==> src/rtl/gc_multi_engine_scheduler_pkg.sv <==
// gc_multi_engine_scheduler_pkg: gate-type codes, scheduler FSM states and the free-XOR classifier
// Shared by the scheduler top and the bench; no ports.
package gc_multi_engine_scheduler_pkg;
   typedef enum logic [3:0] {
      G_AND  = 4'd0,
      G_XOR  = 4'd1,
      G_XNOR = 4'd2,
      G_NOT  = 4'd3,
      G_OR   = 4'd4,
      G_NAND = 4'd5,
      G_NOR  = 4'd6
   } gate_t;
   typedef enum logic [2:0] {ST_IDLE, ST_KEYS, ST_RUN, ST_DRAIN, ST_DONE} state_t;
   function automatic logic is_free_xor(logic [3:0] g);
      return g == G_XOR || g == G_XNOR || g == G_NOT;
   endfunction
endpackage

==> src/rtl/gc_lane_slot.sv <==
// gc_lane_slot: one GC engine lane record with fixed-latency countdown
// Ports: clk/rst; issue + issue_* record fields in; busy, retire (one-cycle,
// LAT cycles after issue) and the latched record (gid, gt_idx, is_output, om_idx) out.
module gc_lane_slot #(
   parameter int S    = 20,
   parameter int OM_W = 16,
   parameter int LAT  = 10
) (
   input  logic            clk,
   input  logic            rst,
   input  logic            issue,
   input  logic [S-1:0]    issue_gid,
   input  logic [S-1:0]    issue_gt,
   input  logic            issue_out,
   input  logic [OM_W-1:0] issue_om,
   output logic            busy,
   output logic            retire,
   output logic [S-1:0]    gid,
   output logic [S-1:0]    gt_idx,
   output logic            is_output,
   output logic [OM_W-1:0] om_idx
);
   localparam int CW = $clog2(LAT) + 1;
   logic [CW-1:0] cnt;
   // Loading LAT-1 makes the retire cycle land exactly LAT cycles after issue.
   assign retire = busy && cnt == '0;
   always_ff @(posedge clk) begin
      if (rst) begin
         busy      <= 1'b0;
         cnt       <= '0;
         gid       <= '0;
         gt_idx    <= '0;
         is_output <= 1'b0;
         om_idx    <= '0;
      end else if (issue) begin
         busy      <= 1'b1;
         cnt       <= CW'(LAT - 1);
         gid       <= issue_gid;
         gt_idx    <= issue_gt;
         is_output <= issue_out;
         om_idx    <= issue_om;
      end else if (retire) begin
         busy <= 1'b0;
      end else if (busy) begin
         cnt <= cnt - 1'b1;
      end
   end
endmodule

==> src/rtl/gc_multi_engine_scheduler.sv <==
// gc_multi_engine_scheduler: in-order gate issue to NE fixed-latency GC lanes with local free-XOR
// Ports: start/keys_ok run control; g_* gate stream (valid/ready); op_rdy0/1 operand
// label flags; eng_* lane issue; xor_/ol_/gt_/om_wr_* write strobes; busy, done.
// Optional GC_PERF_CNT_EN adds saturating stall_dep_cnt / stall_lane_cnt.
module gc_multi_engine_scheduler
   import gc_multi_engine_scheduler_pkg::*;
#(
   parameter int S    = 20,
   parameter int NE   = 2,
   parameter int LAT  = 10,
   parameter int OM_W = 16
) (
   input  logic            clk,
   input  logic            rst,
   input  logic            start,
   input  logic            keys_ok,
   input  logic            g_valid,
   output logic            g_ready,
   input  logic            g_last,
   input  logic [3:0]      g_logic,
   input  logic [S-1:0]    g_in0,
   input  logic [S-1:0]    g_in1,
   input  logic            g_in0F,
   input  logic            g_in1F,
   input  logic            g_is_output,
   input  logic            op_rdy0,
   input  logic            op_rdy1,
   output logic [NE-1:0]   eng_issue,
   output logic [S-1:0]    eng_gid,
   output logic [3:0]      eng_logic,
   output logic            xor_wr_en,
   output logic [S-1:0]    xor_wr_addr,
   output logic            ol_wr_en,
   output logic [S-1:0]    ol_wr_addr,
   output logic            gt_wr_en,
   output logic [S:0]      gt_wr_addr,
   output logic            om_wr_en,
   output logic            om_wr_sel_xor,
   output logic [OM_W-1:0] om_wr_idx,
   output logic            busy,
   output logic            done
`ifdef GC_PERF_CNT_EN
   ,
   output logic [31:0]     stall_dep_cnt,
   output logic [31:0]     stall_lane_cnt
`endif
);
   state_t state, state_nxt;
   logic [S-1:0] gid, num_xor;
   logic [OM_W-1:0] om_cnt;
   logic [NE-1:0] l_busy, l_ret, l_out, l_free, grant;
   logic [S-1:0] l_gid [NE];
   logic [S-1:0] l_gt [NE];
   logic [OM_W-1:0] l_om [NE];
   logic [S-1:0] ret_gid, ret_gt;
   logic [OM_W-1:0] ret_om_idx;
   logic ret_any, ret_out, ret_om, op_ok, fx, head, xor_acc, and_acc, xor_om;
   logic unused_in0;
   assign unused_in0 = ^g_in0;
   for (genvar i = 0; i < NE; i++) begin : g_lane
      gc_lane_slot #(.S(S), .OM_W(OM_W), .LAT(LAT)) u_slot (
         .clk       (clk),
         .rst       (rst),
         .issue     (eng_issue[i]),
         .issue_gid (gid),
         .issue_gt  (gid - num_xor),
         .issue_out (g_is_output),
         .issue_om  (om_cnt),
         .busy      (l_busy[i]),
         .retire    (l_ret[i]),
         .gid       (l_gid[i]),
         .gt_idx    (l_gt[i]),
         .is_output (l_out[i]),
         .om_idx    (l_om[i])
      );
   end
   // A retiring lane counts as free so it can be reissued in the same cycle.
   always_comb begin
      l_free     = ~l_busy | l_ret;
      grant      = l_free & (~l_free + NE'(1));
      ret_gid    = '0;
      ret_gt     = '0;
      ret_out    = 1'b0;
      ret_om_idx = '0;
      for (int k = 0; k < NE; k++) begin
         if (l_ret[k]) begin
            ret_gid    = l_gid[k];
            ret_gt     = l_gt[k];
            ret_out    = l_out[k];
            ret_om_idx = l_om[k];
         end
      end
   end
   assign ret_any = |l_ret;
   assign ret_om  = ret_any & ret_out;
   // g_in1 all-ones is the constant-R operand, which never waits for a label.
   assign op_ok   = (g_in0F | op_rdy0) & (&g_in1 | g_in1F | op_rdy1);
   assign fx      = is_free_xor(g_logic);
   assign head    = (state == ST_RUN) & g_valid & op_ok;
   // An output XOR yields the mask port to a retiring output lane.
   assign xor_acc = head & fx & ~(g_is_output & ret_om);
   assign and_acc = head & ~fx & |l_free;
   assign xor_om  = xor_acc & g_is_output;
   assign g_ready       = xor_acc | and_acc;
   assign eng_issue     = and_acc ? grant : '0;
   assign eng_gid       = and_acc ? gid : '0;
   assign eng_logic     = and_acc ? g_logic : '0;
   assign xor_wr_en     = xor_acc;
   assign xor_wr_addr   = xor_acc ? gid : '0;
   assign ol_wr_en      = ret_any;
   assign ol_wr_addr    = ret_gid;
   assign gt_wr_en      = ret_any;
   assign gt_wr_addr    = {ret_gt, 1'b0};
   assign om_wr_en      = ret_om | xor_om;
   assign om_wr_sel_xor = ~ret_om & xor_om;
   assign om_wr_idx     = ret_om ? ret_om_idx : (xor_om ? om_cnt : '0);
   assign busy          = state == ST_KEYS || state == ST_RUN || state == ST_DRAIN;
   assign done          = state == ST_DONE;
   always_comb begin
      state_nxt = state;
      case (state)
         ST_IDLE:  if (start) state_nxt = ST_KEYS;
         ST_KEYS:  if (keys_ok) state_nxt = ST_RUN;
         ST_RUN:   if (g_ready & g_last) state_nxt = ST_DRAIN;
         ST_DRAIN: if (&l_free) state_nxt = ST_DONE;
         ST_DONE:  state_nxt = ST_IDLE;
         default:  state_nxt = ST_IDLE;
      endcase
   end
   always_ff @(posedge clk) begin
      if (rst) begin
         state   <= ST_IDLE;
         gid     <= '0;
         num_xor <= '0;
         om_cnt  <= '0;
      end else begin
         state <= state_nxt;
         if (state == ST_IDLE && start) begin
            gid     <= '0;
            num_xor <= '0;
            om_cnt  <= '0;
         end else begin
            if (g_ready) gid <= gid + 1'b1;
            if (xor_acc) num_xor <= num_xor + 1'b1;
            if (g_ready & g_is_output) om_cnt <= om_cnt + 1'b1;
         end
      end
   end
`ifdef GC_PERF_CNT_EN
   always_ff @(posedge clk) begin
      if (rst || (state == ST_IDLE && start)) begin
         stall_dep_cnt  <= '0;
         stall_lane_cnt <= '0;
      end else begin
         if (state == ST_RUN && g_valid && !op_ok && !(&stall_dep_cnt))
            stall_dep_cnt <= stall_dep_cnt + 1'b1;
         if (state == ST_RUN && g_valid && op_ok && !fx && !(|l_free) && !(&stall_lane_cnt))
            stall_lane_cnt <= stall_lane_cnt + 1'b1;
      end
   end
`endif
endmodule

==> config.mk <==
export PLATFORM = sky130hd
export DESIGN_NAME = gc_multi_engine_scheduler
export DESIGN_NICKNAME = d
export VERILOG_FILES = /design/src/rtl/gc_multi_engine_scheduler_pkg.sv /design/src/rtl/gc_lane_slot.sv /design/src/rtl/gc_multi_engine_scheduler.sv
export SDC_FILE = /design/constraint.sdc
export NUM_CORES = 1
export LEC_CHECK = 0
export CAP_MARGIN = 20
export CORE_AREA = 2 2 133 135
export DETAILED_ROUTE_END_ITERATION = 12
export DIE_AREA = 0 0 135 137
export GPL_TIMING_DRIVEN = 0
export PLACE_DENSITY = 0.85
export SLEW_MARGIN = 40
export SYNTH_ARGS = -nofsm -noshare
export SYNTH_HDL_FRONTEND = slang
export SYNTH_SLANG_ARGS = --single-unit
export TNS_END_PERCENT = 50
==> constraint.sdc <==
create_clock -name clk -period 6.5 [get_ports clk]
set_input_delay 1.3 -clock clk [delete_from_list [all_inputs] [get_ports clk]]
set_output_delay 1.3 -clock clk [all_outputs]
set_load 0.01 [all_outputs]
Yosys cells after proc, flatten, opt, wreduce, memory -nomap -nowiden --
Cells that the tools add are included.
Word-level totals: bits in registers 185, bits of input ports 55, output and inout bits 111, word-level logic and storage cells 120
Operators by class: $add $sub $neg 7, equal/unequal tests 13, multiplexer cells 29, bitwise operators 27, reduce and logical (&&, ||, !) cells 26
Operators with widths (count):
- $mux 20 | 6
- $mux 16 | 4
- $add 20x1->20 const B | 2
- $mux 4 | 7
- $reduce_and 20->1 | 1
- $sub 20x20->20 | 1
- $add 16x1->16 const B | 1
- $and 1x1->1 | 13
- $mux 3 | 4
- $pmux 3 s4 | 1
- $logic_not 5->1 | 2
- $reduce_and 2->1 | 5
- $reduce_or 2->1 | 5
- $sub 5x1->5 const B | 2
- $eq 4x2->1 const B | 2
- $ne 2x2->1 const B | 4
- $reduce_bool 2->1 | 4
- $eq 3x2->1 const B | 2
- $mux 1 | 6
- $not 1->1 | 5
- $or 1x1->1 | 5
- $eq 4x1->1 const B | 1
- $logic_or 1x1->1 | 4
- $ne 2x1->1 const B | 2
- other kinds (10) | 13

Logic depth before layout (Yosys ltp) --
depth after elaboration 12, gate-level depth with buffers 11, mapped depth without buffers 9

Cells and area by module --
A second synthesis with hierarchy kept.
Second synthesis, totals: cells, all modules 1048, area, all modules 9311.4 µm²
Modules (own cells, without submodules):
- gc_multi_engine_scheduler | instances 1, cells an instance 606, area each 4657.0 µm², sequential area each 1181.1 µm²
- gc_lane_slot | instances 2, cells an instance 221, area each 2327.2 µm², sequential area each 1261.2 µm²

Worst setup path before layout --
Ideal clock, no wire load.
kind input -> output, from in g_logic[3], to out om_wr_idx[10], arrival time 3.218 ns, required time 5.200 ns, path slack 1.982 ns, stages on the path 8, path buffers 2, cell sequence or2_2 > a311oi_1 > a21oi_1 > or3_1 > buf_2 > nor2_1 > buf_2 > a221o_1
Between the ends: cells in the longest elaborated chain, start to end 8, elaborated cells between the ends (all ways) 10, those cells by class eq/ne: 3; mux: 2; bitwise: 3; reduce/logical: 2
RTL lines:
- start, declared | RTL line gc_multi_engine_scheduler.sv:20 | input logic [3:0] g_logic,
- $eq 4x1->1 / $eq 4x2->1 (equally long branches) | RTL line gc_multi_engine_scheduler_pkg.sv:15 | return g == G_XOR || g == G_XNOR || g == G_NOT;
- $logic_or 1x1->1 | RTL line gc_multi_engine_scheduler_pkg.sv:15
- $logic_or 1x1->1 * | RTL line gc_multi_engine_scheduler_pkg.sv:15
- $and 1x1->1 * (2 in a row) | RTL line gc_multi_engine_scheduler.sv:101 | assign xor_acc = head & fx & ~(g_is_output & ret_om);
- $and 1x1->1 * | RTL line gc_multi_engine_scheduler.sv:103 | assign xor_om = xor_acc & g_is_output;
- $mux 16 * (2 in a row) | RTL line gc_multi_engine_scheduler.sv:116 | assign om_wr_idx = ret_om ? ret_om_idx : (xor_om ? om_cnt : '0);
- end, declared | RTL line gc_multi_engine_scheduler.sv:39 | output logic [OM_W-1:0] om_wr_idx,
Every way passes the cells marked *; elsewhere a longest branch is shown, timed or not.

Final worst setup path --
from in g_in1[19], to out eng_issue[1]
Between the ends: cells in the longest elaborated chain, start to end 8
RTL lines:
- start, declared | RTL line gc_multi_engine_scheduler.sv:22 | input logic [S-1:0] g_in1,
- $reduce_and 20->1 | RTL line gc_multi_engine_scheduler.sv:97 | assign op_ok = (g_in0F | op_rdy0) & (&g_in1 | g_in1F | op_rdy1);
- $or 1x1->1 (2 in a row) | RTL line gc_multi_engine_scheduler.sv:97
- $and 1x1->1 | RTL line gc_multi_engine_scheduler.sv:97
- $and 1x1->1 | RTL line gc_multi_engine_scheduler.sv:99 | assign head = (state == ST_RUN) & g_valid & op_ok;
- $and 1x1->1 (2 in a row) | RTL line gc_multi_engine_scheduler.sv:102 | assign and_acc = head & ~fx & |l_free;
- $mux 2 | RTL line gc_multi_engine_scheduler.sv:105 | assign eng_issue = and_acc ? grant : '0;
- end, declared | RTL line gc_multi_engine_scheduler.sv:28 | output logic [NE-1:0] eng_issue,
Every way passes these cells.

==> out/summary.txt <==
Flops & latches, synth -> 185
Worst setup margin -> 0.161 ns
Clock sink count -> 185
R2R cell count -> 9
Avg Cell Area, Syn -> 7.81 um^2
Initial Utilization -> 56.9%
Final hold slack -> 0.452 ns
Worst Setup Path Type -> input pin to output pin
Final hold viol count -> 0
Synth-to-layout area growth -> 23.7%
DRT antenna net count -> 0
Clk buf depth -> 2
Clk Latency, worst-skew pair -> 0.44 ns
# setup viols final -> 0
DRT Pass-1 Iters -> 5
Post-DR wirelength/cell -> 19.3 um
WHS Path Cells -> 2
Area share of and/or/nand/nor cells after synthesis -> 26.8%
Rows -> 48
Synth Area in Compound Gates -> 23.3%
Asr flop ratio synth -> 0%
First-pass GRT wire length -> 48600 um
Most used flip-flop cell after synthesis -> dfxtp_1
Crit Path Max Fanout -> 10
Leak -> 0.00398 uW
Max_cap viols -> 0
Core Area -> 0.0171 mm^2
Mux cell area share after synthesis -> 0.413%
RSZ-0062 raised after global routing -> no
Post-route DRC -> 0
Pwr Density -> 203 mW/mm^2
Vias/cell -> 6.20
Routed WL -> 31700 um
I/O Buffers -> 143
Max Freq -> 0.158 GHz
Mapped Cells -> 1242
Library cells used by synthesis -> 61
Die Height -> 137 um
Post-Syn Area -> 0.00970 mm^2
Synth Area in Adders -> 3.56%
Slowest stage cell on the critical path -> clkbuf_1
Worst VDD drop -> 0.000200 V
Run status -> completed
Crit path DAT -> 5.04 ns
Largest net degree at the start of global routing -> 19
Gr usage total -> 33.7%
Post-DP HPWL -> 22700 um
Grt total ovfl -> 0
Root buf cell -> clkbuf_16
Post-synthesis net count -> 1324
Register area share after synthesis -> 38.2%
Final net count -> 1486
Die X -> 135 um
TritonCTS buffer count -> 17
Critical path endpoint category -> output pin
Die ar. -> 0.0185 mm^2
Initial antenna violation count -> 0
Final setup skew -> 0.0101 ns
Rel. slew slack -> 38.6%
CP required -> 5.20 ns
Max H-tree Level -> 4
DRT iter0 DRCs -> 1146
Slew Limit Fails -> 0
Crit-path max cell delay -> 0.60 ns
Final Util -> 70.4%
Num ports -> 166
Post-synth EDFFs -> 0
Total negative slack -> 0 ns
Startpoint Class -> input pin
Hold WC Path Type -> flip-flop to flip-flop
Place WS -> 0.323 ns
Post-layout min period -> 6.34 ns
Crit path cell chain -> clkdlybuf4s50_1 -> nand4_1 -> nor3_1 -> a211o_1 -> nand4_1 -> inv_1 -> clkbuf_1 -> clkbuf_1 -> buf_4 -> clkdlybuf4s50_1
Worst-Margin Slew -> 0.919 ns
Layout cells sized above 1 -> 4.02%
XOR/XNOR Fraction of Synth Area -> 2.08%
CTS hold repair buffers -> 0
Period utilization -> 97.5%
CTS tree -> done
Clk slew on worst S/H paths -> 0.07 ns
Synthesis warning total -> 0
Largest family of logic cells by synthesized area -> simple AND/OR/NAND/NOR gates
Placer Congestion -> 0.940
Vias -> 10200
Cts repair resizes -> 0
Setup bufs post-CTS -> 0
Vias in the first global route -> 9345
cell usage after synthesis, drive strengths merged (5+ instances only):
cell | count | area share (%)
nand2 | 233 | 9.0
dfxtp | 185 | 38
a21oi | 145 | 7.5
clkbuf | 75 | 2.9
nor2 | 64 | 2.5
and2 | 45 | 2.9
a22o | 40 | 3.6
inv | 39 | 1.5
o21ai | 32 | 1.7
nand4 | 28 | 1.8
ha | 26 | 3.4
nand3 | 26 | 1.3
or3 | 23 | 1.5
buf | 21 | 1.2
nor4 | 21 | 1.4
and3 | 19 | 1.2
o31ai | 18 | 1.4
a211oi | 16 | 1.2
xnor2 | 15 | 1.4
a221o | 14 | 1.4
or4 | 14 | 1.2
nand3b | 11 | 0.85
nor3 | 11 | 0.57
nor2b | 10 | 0.64
a21o | 8 | 0.62
nand2b | 8 | 0.52
xor2 | 8 | 0.72
o21a | 7 | 0.54
a211o | 6 | 0.54
a311oi | 6 | 0.54
o211ai | 6 | 0.46
o41ai | 6 | 0.54
a31o | 5 | 0.45
metrics by stage:
| step | instance area [um^2] | cells | total power [uW] |
|---|---|---|---|
| finish | 12000 | 1643 | 2440 |
| global route | 12000 | 1642 | 2500 |
| CTS | 12000 | 1642 | 2430 |
| detailed placement | 11400 | 1610 | 1420 |
| global placement | 11400 | 1610 | 1410 |
| floorplan | 9700 | 1242 | 1320 |
layout make-up:
type	instances	area, um^2
antenna	1	2.50
timing repair buffer	143	1430
buffer	96	397
sequential	185	3700
clock inverter	14	153
multi-input combinational	921	5460
fill	1394	5050
clock buffer	18	429
inverter	40	150
tap	225	282
cell families after synthesis:
family / count (synthesis)
AOI/OAI and AO/OA: 337
muxes: 4
other: 1
DFF: 185
buffers and inverters: 136
adders and majority gates: 27
xor gates and xnor gates: 23
and+or+nand+nor: 529
worst paths after layout:
check / slack [ns] / start / endpoint
max reg2reg: 2.94 / state[1] / g_lane[1].u_slot.om_idx[5]
min reg2reg: 0.45 / g_lane[0].u_slot.om_idx[1] / g_lane[0].u_slot.om_idx[1]
min: 0.45 / g_lane[0].u_slot.om_idx[1] / g_lane[0].u_slot.om_idx[1]
max: 0.16 / g_in1[19] / eng_issue[1]
critical path: cells and delay by family:
kind / cells / cell delay (ns)
simple gates: 3 / 0.89
compound gates: 1 / 0.27
buf+inv: 6 / 2.57
cells in the final DEF (no fill, tap or decap), types with 7 or more instances in the layout:
cell type        synthesis  final
a211oi_1                16     16
a221o_1                 14     14
a21oi_1                145    145
and3_1                  19     19
nand4_1                 28     28
nor2b_1                 10     10
ha_1                    26     26
o21a_1                   7      7
clkdlybuf4s50_1          0    143
a21o_1                   8      8
or4_1                   12     12
a22o_1                  40     40
and2_1                  45     45
inv_6                    0      8
o21ai_0                 32     32
clkbuf_16                0     17
nand3_1                 26     26
buf_1                   10     10
xor2_1                   8      8
nand2_1                233    233
nor4_1                  21     20
xnor2_1                 15     15
nor2_1                  64     64
clkbuf_1                75     76
nand3b_1                11     11
o31ai_1                 18     18
nand2b_1                 8      8
or3_1                   23     23
inv_1                   39     39
dfxtp_1                185    185
nor3_1                  11     11
report_power, final:
group	internal (uW)	switching, uW	leakage (uW)	total, uW
logic	79.8	171	0.00221	251
registers	1140	5.79	0.00149	1150
clock network	545	495	0.000282	1040
total	1770	671	0.00398	2440
state kept, by name, indices dropped and copies added (netlist names), 3 cells and up:
name,cells
g_lane.u_slot.cnt,10
g_lane.u_slot.gid,40
om_cnt,16
state,3
g_lane.u_slot.gt_idx,40
g_lane.u_slot.om_idx,32
gid,20
num_xor,20
layer usage:
layer / up-vias / global-route usage (%) / wire (um)
li1: 4776 / - / -
met1: 4754 / 43.1 / 12600
met2: 560 / 53.4 / 14200
met3: 104 / 7.85 / 3480
met4: 0 / 17.4 / 1430
met5: - / 0 / 0
(Power assumes the default switching activity.)
